===== src/rtl/sipo_rx.sv =====
// Serial-in/parallel-out receiver: collects MSB-first bits into a WIDTH-bit word
// presented on a valid/ready handshake. Optional parity: define SIPO_RX_PARITY_EN.
module sipo_rx #(
    parameter int WIDTH = 4,
    localparam int CW = $clog2(WIDTH + 1)
) (
    input  logic             clk,
    input  logic             rst,
    input  logic             s_in,
    input  logic             s_en,
    input  logic             p_ready,
    output logic [WIDTH-1:0] p_data,
    output logic             p_valid,
    output logic             overrun,
    output logic [CW-1:0]    bit_cnt
`ifdef SIPO_RX_PARITY_EN
    ,
    output logic             parity_err
`endif
);

`ifdef SIPO_RX_PARITY_EN
    typedef enum logic [1:0] {COLLECT, PARITY, FULL} state_t;
`else
    typedef enum logic [1:0] {COLLECT, FULL} state_t;
`endif

    state_t           state;
    logic [WIDTH-1:0] shift_reg;

    always_ff @(posedge clk) begin
        if (rst) begin
            state     <= COLLECT;
            shift_reg <= '0;
            p_data    <= '0;
            p_valid   <= 1'b0;
            overrun   <= 1'b0;
            bit_cnt   <= '0;
`ifdef SIPO_RX_PARITY_EN
            parity_err <= 1'b0;
`endif
        end else begin
            case (state)
                COLLECT: begin
                    if (s_en) begin
                        shift_reg <= {shift_reg[WIDTH-2:0], s_in};
                        if (bit_cnt == CW'(WIDTH - 1)) begin
                            p_data  <= {shift_reg[WIDTH-2:0], s_in};
                            bit_cnt <= '0;
`ifdef SIPO_RX_PARITY_EN
                            state   <= PARITY;
`else
                            state   <= FULL;
                            p_valid <= 1'b1;
`endif
                        end else begin
                            bit_cnt <= bit_cnt + CW'(1);
                        end
                    end
                end
`ifdef SIPO_RX_PARITY_EN
                PARITY: begin
                    if (s_en) begin
                        parity_err <= ^{p_data, s_in};
                        p_valid    <= 1'b1;
                        state      <= FULL;
                    end
                end
`endif
                FULL: begin
                    if (p_ready) begin
                        p_valid <= 1'b0;
                        state   <= COLLECT;
                        // A bit arriving on the handoff cycle starts the next word.
                        if (s_en) begin
                            shift_reg <= {shift_reg[WIDTH-2:0], s_in};
                            bit_cnt   <= CW'(1);
                        end
                    end else if (s_en) begin
                        overrun <= 1'b1;
                    end
                end
                default: state <= COLLECT;
            endcase
        end
    end

endmodule


===== config.mk =====
export PLATFORM = sky130hd
export DESIGN_NAME = sipo_rx
export DESIGN_NICKNAME = d
export VERILOG_FILES = /design/src/rtl/sipo_rx.sv
export SDC_FILE = /design/constraint.sdc
export NUM_CORES = 1
export LEC_CHECK = 0
export BUFFER_PORTS_ARGS = -buffer_cell sky130_fd_sc_hd__buf_2
export CORE_AREA = 2 2 39 41
export DETAILED_ROUTE_END_ITERATION = 6
export DIE_AREA = 0 0 41 43
export SKIP_LAST_GASP = 1
export SYNTH_ARGS = -nofsm -noshare
export SYNTH_HDL_FRONTEND = slang
export SYNTH_SLANG_ARGS = --single-unit

===== constraint.sdc =====
create_clock -name clk -period 1.6 [get_ports clk]
set_input_delay 0.32 -clock clk [delete_from_list [all_inputs] [get_ports clk]]
set_output_delay 0.32 -clock clk [all_outputs]
set_load 0.05 [all_outputs]

==> flow_metrics.py <==
metrics = {
    "clock_tree": {
        "cts-root-buf": "clkbuf_4",
        "clk_latency_ns": 0.28,
        "clk_pin_slew_ns": 0.08,
        "clock_path_buffers": 2,
        "cts_hold_buffers": 0,
        "ctsResizeCount": 0,
        "cts_buffers": 3,
        "cts_tree": "yes",
        "cts_max_level": 1,
        "post_cts_buffers": 0,
        "cts_sinks": 12,
    },
    "drt": {
        "routed_wl_um": 934,
        "drcViolationCount": 0,
        "drt_iter0_markers": 4,
        "first_pass_iters": 4,
        "vias": 405,
        "wl_per_cell_um": 11.3,
        "drt-vias-per-instance": 4.88,
        "antenna_left": 0,
    },
    "synth": {
        "avgSynthCellArea_sq_um": 9.36,
        "ys_ff_latch": 12,
        "ys_seq_area_frac": 0.494,
        "synth_cells": 52,
        "synthesis.area_sq_um": 487,
        "syn-num-nets": 58,
        "yosysUniqueCellTypes": 17,
        "yosys_warnings": 0,
    },
    "die": {
        "ioPinCount": 14,
        "rows": 14,
        "die_x_um": 41,
        "start_util": 0.352,
        "coreArea_sq_um": 1380,
        "dieHeight_um": 43,
        "die_area_sq_um": 1760,
    },
    "finish": {
        "drive_gt1_frac": 0.254,
        "instances_no_fill": 83,
        "largest_register_ffs": 4,
        "antenna_cells": 0,
        "most-common-layout-cells": "buf_2 (13), dfxtp_1 (12), nor2_1 (8)",
        "layout_commonest_cell": "buf_2",
        "area_growth_pct": 21.9,
        "n_fill_cell": 132,
        "nets": 74,
    },
    "place": {
        "dpl.cell_count": 79,
        "gp_congestion": 0.704,
        "numPortBuffers": 13,
    },
    "global_routing": {
        "grt_pass1_wl_um": 1520,
        "antenna_found_initial": 0,
        "grt_max_degree": 13,
        "grt_pass1_vias": 358,
        "overflow": 0,
        "grt.total_usage": 0.134,
    },
    "critical_path": {
        "cp_max_fo": 5,
        "crit_family": "simple AND/OR/NAND/NOR gates",
        "crit_chain": "ha_1, and4bb_1, mux2i_1, nor2_1",
        "crit_required_ns": 1.77,
        "endpoint_kind": "register",
        "max_stage_delay_ns": 0.39,
        "critPathLaunchType": "register",
        "cp_data_arrival_time_ns": 1.50,
        "critPathKind": "register to register",
        "cp_slowest_cell": "and4bb_1",
        "critPathBufInv": 0,
    },
    "sta": {
        "rsz0062_at_grt": "no",
        "slew_headroom": 0.807,
        "finalSetupViolCount": 0,
        "max_slew.worst_pin.slew_ns": 0.289,
        "slew_violations": 0,
        "finalCriticalPeriod_ns": 1.33,
        "period_share": 0.830,
        "max_freq_mhz": 753,
        "fin_skew_ns": 0.00326,
        "hold_violations": 0,
        "setup-tns-final_ns": 0,
    },
    "power_and_ir_drop": {
        "ir_worst_vdd_uv": 510,
        "leakage_nw": 0.257,
        "power_density_nw_per_um2": 1040,
    },
    "min_path": {
        "hp-class": "input port to register",
    },
    "status": {
        "outcome": "complete, no violations",
    },
    "job": {
        "maxCapViolCount": 0,
    },
}
==> kinds of logic after synthesis <==
kind of cell,synth area share
compound gates,0.113
fa+ha+maj,0.0257
buf+inv,0.0385
flops,0.494
mux,0.103
simple gates,0.226
==> cell usage after synthesis <==
| cell type | count | area [sq um] |
|---|---|---|
| a21oi_1 | 7 | 35.0 |
| and2b_1 | 1 | 7.51 |
| and4bb_1 | 1 | 12.5 |
| buf_6 | 1 | 11.3 |
| clkbuf_1 | 1 | 3.75 |
| dfxtp_1 | 12 | 240 |
| ha_1 | 1 | 12.5 |
| inv_1 | 1 | 3.75 |
| mux2i_1 | 5 | 50.1 |
| nand2b_1 | 2 | 12.5 |
| nand3_1 | 4 | 20.0 |
| nand3b_1 | 1 | 7.51 |
| nor2_1 | 8 | 30.0 |
| nor2b_1 | 1 | 6.26 |
| nor3b_1 | 1 | 7.51 |
| o21ai_0 | 4 | 20.0 |
| or2_1 | 1 | 6.26 |
==> through the flow <==
step / cell area [sq um] / util / worst slack [ns] / power, W / hold WS, ns
2_1_floorplan: 487 / - / 0.0332 / 0.000358 / 0.389
4_1_cts: 593 / 0.429 / 0.275 / 0.000619 / 0.288
6_report: 593 / 0.429 / 0.272 / 0.000616 / 0.286
3_5_place_dp: 557 / 0.402 / 0.291 / 0.000375 / 0.459
5_1_grt: 593 / 0.429 / 0.181 / 0.000638 / 0.308
3_3_place_gp: 557 / 0.402 / 0.315 / 0.000375 / 0.448
==> report_power, final <==
group / switching [W] / internal [W]
clock: 0.000109 / 0.000139
sequential: 0.00000541 / 0.000306
combinational: 0.0000382 / 0.0000182
==> area by class of cell <==
type,count,area [sq um],share of cell area
multi-input combinational,37,228,0.384
clock buffer,4,36.3,0.0612
sequential,12,240,0.405
inverter,1,3.75,0.00633
tap,16,20.0,0.0338
timing repair buffer,13,65.1,0.110
==> tightest hold or removal path, delay by kind of cell <==
kind / cells / cell delay [ns]
multiplexers: 1 / 0.06
buffers and inverters: 1 / 0.09
AND/OR/NAND/NOR: 1 / 0.07
==> path summary, 6_finish.rpt <==
kind / startpoint / endpoint / slack (ns) / cells after the start
worst min-delay path: s_in / p_data[0] / 0.29 / 3
worst max-delay path: bit_cnt[0] / p_data[1] / 0.27 / 4
worst max register to register: bit_cnt[0] / p_data[1] / 0.27 / 4
worst min register to register: overrun / overrun / 0.49 / 2
==> routing by layer <==
layer / global-route usage / up-vias / routed length, um
met5: 0 / - / 0
met1: 0.184 / 183 / 467
met4: 0.140 / 0 / 29
met2: 0.156 / 9 / 396
met3: 0.0314 / 3 / 40
li1: - / 210 / -
Power figures use the tool's default switching activity.
